--- config.mk ---
export PLATFORM = sky130hd
export DESIGN_NAME = clockgate_result_accum_flat
export DESIGN_NICKNAME = d
export VERILOG_FILES = /design/src/rtl/clockgate_result_accum_pkg.sv /design/src/rtl/clockgate_result_accum_if.sv /design/src/rtl/clockgate_result_accum_stats.sv /design/src/rtl/clockgate_result_accum.sv /design/src/flat_wrapper.sv
export SDC_FILE = /design/constraint.sdc
export NUM_CORES = 1
export LEC_CHECK = 0
export ABC_AREA = 1
export CORE_MARGIN = 4
export CORE_UTILIZATION = 45
export DETAILED_ROUTE_END_ITERATION = 16
export PLACE_DENSITY = 0.71
export SLEW_MARGIN = 20
export SYNTH_ARGS = -nofsm -noshare
export SYNTH_HDL_FRONTEND = slang
export SYNTH_HIERARCHICAL = 1
export SYNTH_SLANG_ARGS = --single-unit
--- constraint.sdc ---
create_clock -name clk -period 2.53 [get_ports clk]
set_input_delay 0.506 -clock clk [delete_from_list [all_inputs] [get_ports clk]]
set_output_delay 0.506 -clock clk [all_outputs]
set_load 0.005 [all_outputs]
--- src/rtl/clockgate_result_accum_pkg.sv ---
// Shared definitions for the frame-statistics accumulator that sits behind
// the (a+-b)*c datapath.
//   DW    : width of one incoming result
//   N_DEF : default samples per full frame
//   state_e : two-state frame FSM encoding (collecting / holding a result)
package clockgate_result_accum_pkg;
    localparam int DW    = 16;
    localparam int N_DEF = 8;

    typedef enum logic {
        ST_ACC  = 1'b0,
        ST_HOLD = 1'b1
    } state_e;
endpackage

--- src/rtl/clockgate_result_accum_if.sv ---
// Handshake bundle for the frame accumulator.
//   in_valid/in_data/in_ready : sample stream from the upstream datapath
//   flush                     : one-cycle request to close a partial frame
//   out_valid/out_ready       : frame result handshake
//   out_sum/out_max/out_zero/out_cnt : per-frame statistics
// Modports: slave = the accumulator, master = its environment.
interface clockgate_result_accum_if #(
    parameter int DW = 16,
    parameter int N  = 8,
    parameter int CW = $clog2(N + 1),
    parameter int AW = DW + $clog2(N)
);
    logic          in_valid;
    logic [DW-1:0] in_data;
    logic          in_ready;
    logic          flush;
    logic          out_valid;
    logic          out_ready;
    logic [AW-1:0] out_sum;
    logic [DW-1:0] out_max;
    logic [CW-1:0] out_zero;
    logic [CW-1:0] out_cnt;

    modport slave (
        input  in_valid, in_data, flush, out_ready,
        output in_ready, out_valid, out_sum, out_max, out_zero, out_cnt
    );

    modport master (
        output in_valid, in_data, flush, out_ready,
        input  in_ready, out_valid, out_sum, out_max, out_zero, out_cnt
    );
endinterface

--- src/rtl/clockgate_result_accum_stats.sv ---
// Per-frame statistics registers: running sum, maximum, zero count and
// sample count. Updated on acc_i, cleared on clr_i (clear has priority).
//   clk, reset : clock, asynchronous active-low reset
//   acc_i      : fold data_i into the statistics this edge
//   clr_i      : return all statistics to zero this edge
//   data_i     : incoming sample
//   sum_o/max_o/zero_o/cnt_o : registered statistics
module clockgate_result_accum_stats #(
    parameter int DW = 16,
    parameter int N  = 8,
    parameter int CW = $clog2(N + 1),
    parameter int AW = DW + $clog2(N)
) (
    input  logic          clk,
    input  logic          reset,
    input  logic          acc_i,
    input  logic          clr_i,
    input  logic [DW-1:0] data_i,
    output logic [AW-1:0] sum_o,
    output logic [DW-1:0] max_o,
    output logic [CW-1:0] zero_o,
    output logic [CW-1:0] cnt_o
);
    logic [AW-1:0] sum_q,  sum_d;
    logic [DW-1:0] max_q,  max_d;
    logic [CW-1:0] zero_q, zero_d;
    logic [CW-1:0] cnt_q,  cnt_d;

    always_comb begin
        sum_d  = sum_q;
        max_d  = max_q;
        zero_d = zero_q;
        cnt_d  = cnt_q;
        if (clr_i) begin
            sum_d  = '0;
            max_d  = '0;
            zero_d = '0;
            cnt_d  = '0;
        end else if (acc_i) begin
            // AW leaves room for N full-scale samples, so no wrap is possible
            sum_d  = sum_q + AW'(data_i);
            max_d  = (data_i > max_q) ? data_i : max_q;
            zero_d = zero_q + CW'(data_i == '0);
            cnt_d  = cnt_q + CW'(1);
        end
    end

    always_ff @(posedge clk or negedge reset) begin
        if (!reset) begin
            sum_q  <= '0;
            max_q  <= '0;
            zero_q <= '0;
            cnt_q  <= '0;
        end else begin
            sum_q  <= sum_d;
            max_q  <= max_d;
            zero_q <= zero_d;
            cnt_q  <= cnt_d;
        end
    end

    assign sum_o  = sum_q;
    assign max_o  = max_q;
    assign zero_o = zero_q;
    assign cnt_o  = cnt_q;
endmodule

--- src/rtl/clockgate_result_accum.sv ---
// Frame accumulator for the 16-bit results of the (a+-b)*c datapath.
// Collects up to N samples per frame (or fewer when flushed) and presents
// sum, max, zero-count and sample count until the consumer takes them.
//   clk   : clock, rising edge
//   reset : asynchronous active-low reset
//   bus   : slave side of clockgate_result_accum_if (input stream, flush,
//           frame result handshake)
module clockgate_result_accum
    import clockgate_result_accum_pkg::*;
#(
    parameter int N  = N_DEF,
    parameter int CW = $clog2(N + 1),
    parameter int AW = DW + $clog2(N)
) (
    input  logic                     clk,
    input  logic                     reset,
    clockgate_result_accum_if.slave  bus
);
    state_e        state_q, state_d;
    logic          acc, clr;
    logic [AW-1:0] sum;
    logic [DW-1:0] max;
    logic [CW-1:0] zero;
    logic [CW-1:0] cnt;

    always_comb begin
        state_d = state_q;
        acc     = 1'b0;
        clr     = 1'b0;
        unique case (state_q)
            ST_ACC: begin
                acc = bus.in_valid;
                if (acc && cnt == CW'(N - 1)) begin
                    state_d = ST_HOLD;
                end else if (bus.flush && (acc || cnt != '0)) begin
                    // an empty frame is never closed; a same-cycle sample
                    // counts toward the flushed frame
                    state_d = ST_HOLD;
                end
            end
            ST_HOLD: begin
                // no bypass: the slot freed by the handshake opens next cycle
                if (bus.out_ready) begin
                    clr     = 1'b1;
                    state_d = ST_ACC;
                end
            end
            default: state_d = ST_ACC;
        endcase
    end

    always_ff @(posedge clk or negedge reset) begin
        if (!reset) state_q <= ST_ACC;
        else        state_q <= state_d;
    end

    clockgate_result_accum_stats #(
        .DW (DW),
        .N  (N),
        .CW (CW),
        .AW (AW)
    ) u_stats (
        .clk    (clk),
        .reset  (reset),
        .acc_i  (acc),
        .clr_i  (clr),
        .data_i (bus.in_data),
        .sum_o  (sum),
        .max_o  (max),
        .zero_o (zero),
        .cnt_o  (cnt)
    );

    assign bus.in_ready  = (state_q == ST_ACC);
    assign bus.out_valid = (state_q == ST_HOLD);
    assign bus.out_sum   = sum;
    assign bus.out_max   = max;
    assign bus.out_zero  = zero;
    assign bus.out_cnt   = cnt;
endmodule

--- src/flat_wrapper.sv ---
// flat-port wrapper written by rule: the top's interface ports become plain ports
module clockgate_result_accum_flat import clockgate_result_accum_pkg::*;
#(
    parameter int N  = N_DEF,
    parameter int CW = $clog2(N + 1),
    parameter int AW = DW + $clog2(N)
)
  (clk, reset, bus_in_valid, bus_in_data, bus_flush, bus_out_ready, bus_in_ready, bus_out_valid, bus_out_sum, bus_out_max, bus_out_zero, bus_out_cnt);
  clockgate_result_accum_if #(.DW(16), .N(N), .CW(CW), .AW(AW)) bus_i ();
  input  logic clk;
  input  logic reset;
  input wire logic [$bits(bus_i.in_valid)-1:0] bus_in_valid;
  input wire logic [$bits(bus_i.in_data)-1:0] bus_in_data;
  input wire logic [$bits(bus_i.flush)-1:0] bus_flush;
  input wire logic [$bits(bus_i.out_ready)-1:0] bus_out_ready;
  output wire logic [$bits(bus_i.in_ready)-1:0] bus_in_ready;
  output wire logic [$bits(bus_i.out_valid)-1:0] bus_out_valid;
  output wire logic [$bits(bus_i.out_sum)-1:0] bus_out_sum;
  output wire logic [$bits(bus_i.out_max)-1:0] bus_out_max;
  output wire logic [$bits(bus_i.out_zero)-1:0] bus_out_zero;
  output wire logic [$bits(bus_i.out_cnt)-1:0] bus_out_cnt;
  assign bus_i.in_valid = bus_in_valid;
  assign bus_i.in_data = bus_in_data;
  assign bus_i.flush = bus_flush;
  assign bus_i.out_ready = bus_out_ready;
  assign bus_in_ready = bus_i.in_ready;
  assign bus_out_valid = bus_i.out_valid;
  assign bus_out_sum = bus_i.out_sum;
  assign bus_out_max = bus_i.out_max;
  assign bus_out_zero = bus_i.out_zero;
  assign bus_out_cnt = bus_i.out_cnt;
  clockgate_result_accum #(.N(N), .CW(CW), .AW(AW)) u_core (.clk(clk), .reset(reset), .bus(bus_i));
endmodule
==> results.md <==
- Row cnt: 31
- Seq pwr share: 26.6%
- Top FF cell, synth: dfrtp_1
- Ys async rst share: 100%
- Drt drc: 0
- DIE WIDTH: 96.4 microns
- Largest net degree at the start of global routing: 35
- Cell Area, Synth: 3510 sq um
- Max VDD drop: 435 uV
- PwrDens: 1050 nW/um^2
- Starting Density: a little under half
- Measured slew at the worst slew-check pin: approximately 0.56 ns
- Worst-Skew Late Latency: ~0.31 ns
- Syn avg cell area: approximately 7.6 sq um
- R2r startpoint: u_core/u_stats/sum_o[0]
- Adder-Cell Fraction of Synth Area: 13.0%
- EDFF count, synth: 0
- Pre-antenna DRT Iters: 5
- Kind of critical path: in -> reg
- Pint: ~2.6 mW
- Post-Synth Simple-Gate Area: 37.0%
- Critical Path End Type: register
- Unique cell type count in the Yosys netlist: 44
- Mux contribution to synthesized area: 0%
- Share of total power in the clock network: between 10% and 20%
- Setup-failing EPs final: 0
- Clock Root Buffer: clkbuf_8
- Logic pwr share: approximately three fifths
- Crit Path Max Fanout: 17
- Yosys top cell area share: roughly 31%
- Vias in the first global route: between 3000 and 4000
- Worst path cell trace: clkdlybuf4s50_1 > ha_1 > inv_1 > o21bai_1 > nand2_1 > nand2_1 > nand2_1 > nand2_2 > nand2_4 > nand2_8 > nand2_8 > nand3_1 > nand2_1
- Core ar.: between 7000 and 8000 sq um
- Vias per cell: between 5 and 6
- Crit-path slowest cell: clkdlybuf4s50_1
- Seq cells post-synth: 44
- NetSw: 2.07 mW
- Initial antenna violation count: 0
- Sink Count: 44
- FMAX: ~0.47 GHz
- Sequential share of the synthesized area: about 31%
- Yosys warns: 6
- PortBufs: 65
- Post-CTS Setup Inserts: 0
- Die footprint: 9290 sq um
- Leak pwr: roughly 2.2 nW
- CP Data Arrival Time: 2.35 ns
- Pre-CTS setup slack: around 0.055 ns
- Drt initial violations: between 150 and 200
- Io pins: 66
- R2r endpoint: u_core/u_stats/sum_o[8]
- Most numerous cell in the Yosys netlist: nand2_1
- Global route overflow: 0
- CP max stage delay: 0.56 ns
- Dominant cells by area after synthesis: dfrtp_1, nand2_1, ha_1
- Routed Antenna Nets: 0
- Hold Crit Class: in -> async
- Hold Fails Final Rpt: 0
- Tcrit/Tclk final: roughly 85%
- R2r worst-path depth: 9
- Final weighted congestion in routability-driven placement: 0.875
- Post-synthesis xor/xnor area fraction: between 1 and 1.5%
- Nets: ~600
- Status: complete, no violations
- Syn nets: approximately 520
- Final WL: roughly 9100 microns
- Area growth syn-to-layout: 26.3%
- Layout fillers: 694
- Worst Slack Setup Final: 0.388 ns
- Setup clock skew after layout: 0.0100 ns
- Reg clk slew, reported paths: around 0.090 ns
- Critical Path RT: 2.74 ns
- Max clock buf depth: 2
- RSZ-0062 raised after global routing: no
- Post-cts sizing count: 0
- Final Max Tran Viols: 0
- Largest family of logic cells by synthesized area: simple AND/OR/NAND/NOR gates
- Nature of the critical path startpoint: input pin
- Placed wire-length estimate: 7200 microns
- Die Height: about 96 microns
- Fraction of layout cells with a size suffix above 1: between 10% and 20%
- Flop2flop setup slack: roughly 0.64 ns
- Via count: around 3400
- Syn Inst Count: around 460
- Commonest cells post-synth: nand2_1, inv_1, dfrtp_1
- First-pass GRT wire length: ~15000 microns
- Sw Ratio: approximately 44%
- Total negative slack: 0 ns
- Hold Buf Count CTS: 0
- CTS tree: done
- TritonCTS Buffers: 5
- # Max-Cap Violations: 0
- Tmin final: roughly 2.1 ns
- Area leader, netlist: dfrtp_1
- Total GRT Usage: about 21%
- CTS H-tree depth: 2
- Worst rel slew slack: 62.6%
- Antenna fix cells: 0
- Synth Area in Compound Gates: under 10%
- Wirelength per Cell: between 10 and 15 microns
- CP most frequent cell: nand2_1
## cell type report
type | count | area (sq um) | area share, %
multi-input cells | 355 | 2100 | 47.4
well taps | 99 | 124 | 2.79
repair buffers | 81 | 791 | 17.8
clock buffers | 5 | 68.8 | 1.55
inverters | 55 | 206 | 4.65
flip-flops and latches | 44 | 1100 | 24.8
clock inverters | 3 | 46.3 | 1.04
## layout by cell type (no fill, tap or decap), types with 5 or more instances in the layout
cell type	instances
nand2_1	122
clkdlybuf4s50_1	64
inv_1	50
dfrtp_1	44
nor2_1	36
nand3_1	36
ha_1	35
a21oi_1	25
nand4_1	19
nand2_2	15
buf_4	14
nand3_2	10
o21ai_0	10
clkbuf_8	5
nor2_2	5
## kinds of logic after synthesis
group                      Yosys count
buffers and inverters               65
and+or+nand+nor                    264
DFF                                 44
adders and majority gates           36
xor gates and xnor gates             5
AOI/OAI and AO/OA                   50
## how the worst max path moves through the flow
| stage | start | to | cells after the start |
|---|---|---|---|
| 3_5_place_dp | bus_in_data[1] | u_core/u_stats/max_o[2] | 13 |
| 4_1_cts | bus_in_data[1] | u_core/u_stats/max_o[15] | 13 |
| 6_report | bus_in_data[1] | u_core/u_stats/max_o[1] | 13 |
| 3_3_place_gp | bus_in_data[0] | u_core/u_stats/sum_o[8] | 10 |
| 2_1_floorplan | bus_in_data[0] | u_core/u_stats/sum_o[8] | 9 |
| 5_1_grt | bus_in_data[13] | u_core/u_stats/sum_o[16] | 12 |
## state kept, by name, indices dropped and copies added, names as in the netlist
| register | count |
|---|---|
| u_core/u_stats/sum_o | 19 |
| u_core/u_stats/max_o | 16 |
| u_core/u_stats/cnt_o | 4 |
| u_core/u_stats/zero_o | 4 |
| u_core/bus.out_valid | 1 |
## routing by layer
layer,GRT usage [%],vias up,part of all wire (%)
li1,-,1680,-
met3,2.40,5,4.8
met2,34.7,83,48
met1,29.4,1583,47
met4,3.50,0,0.36
met5,0,-,0
## per-stage QoR
stage / power, mW / instance area (sq um) / std cells / hold WS, ns / util [%]
after global routing: 5.13 / 4440 / 642 / 0.210 / 59.9
after floorplan: 3.06 / 3510 / 464 / 0.210 / -
after CTS: 4.72 / 4440 / 642 / 0.187 / 59.9
final: 4.68 / 4440 / 642 / 0.176 / 59.9
after global placement: 4.06 / 4320 / 634 / 0.453 / 58.4
after detailed placement: 4.12 / 4320 / 634 / 0.459 / 58.4
## power by group through the flow
stage / clock network, mW / logic [mW] / registers [mW]
finish: 0.573 / 2.86 / 1.25
detailed placement: 0 / 2.86 / 1.26
global placement: 0 / 2.81 / 1.26
floorplan: 0 / 1.83 / 1.24
CTS: 0.589 / 2.87 / 1.25
global route: 0.613 / 3.22 / 1.29
## critical path, delay by kind of cell
| family | cells | cell delay, ns |
|---|---|---|
| fa+ha+maj | 1 | 0.39 |
| simple gates | 9 | 0.74 |
| buf+inv | 2 | 0.60 |
| compound gates | 1 | 0.11 |
(Power assumes the default switching activity.)
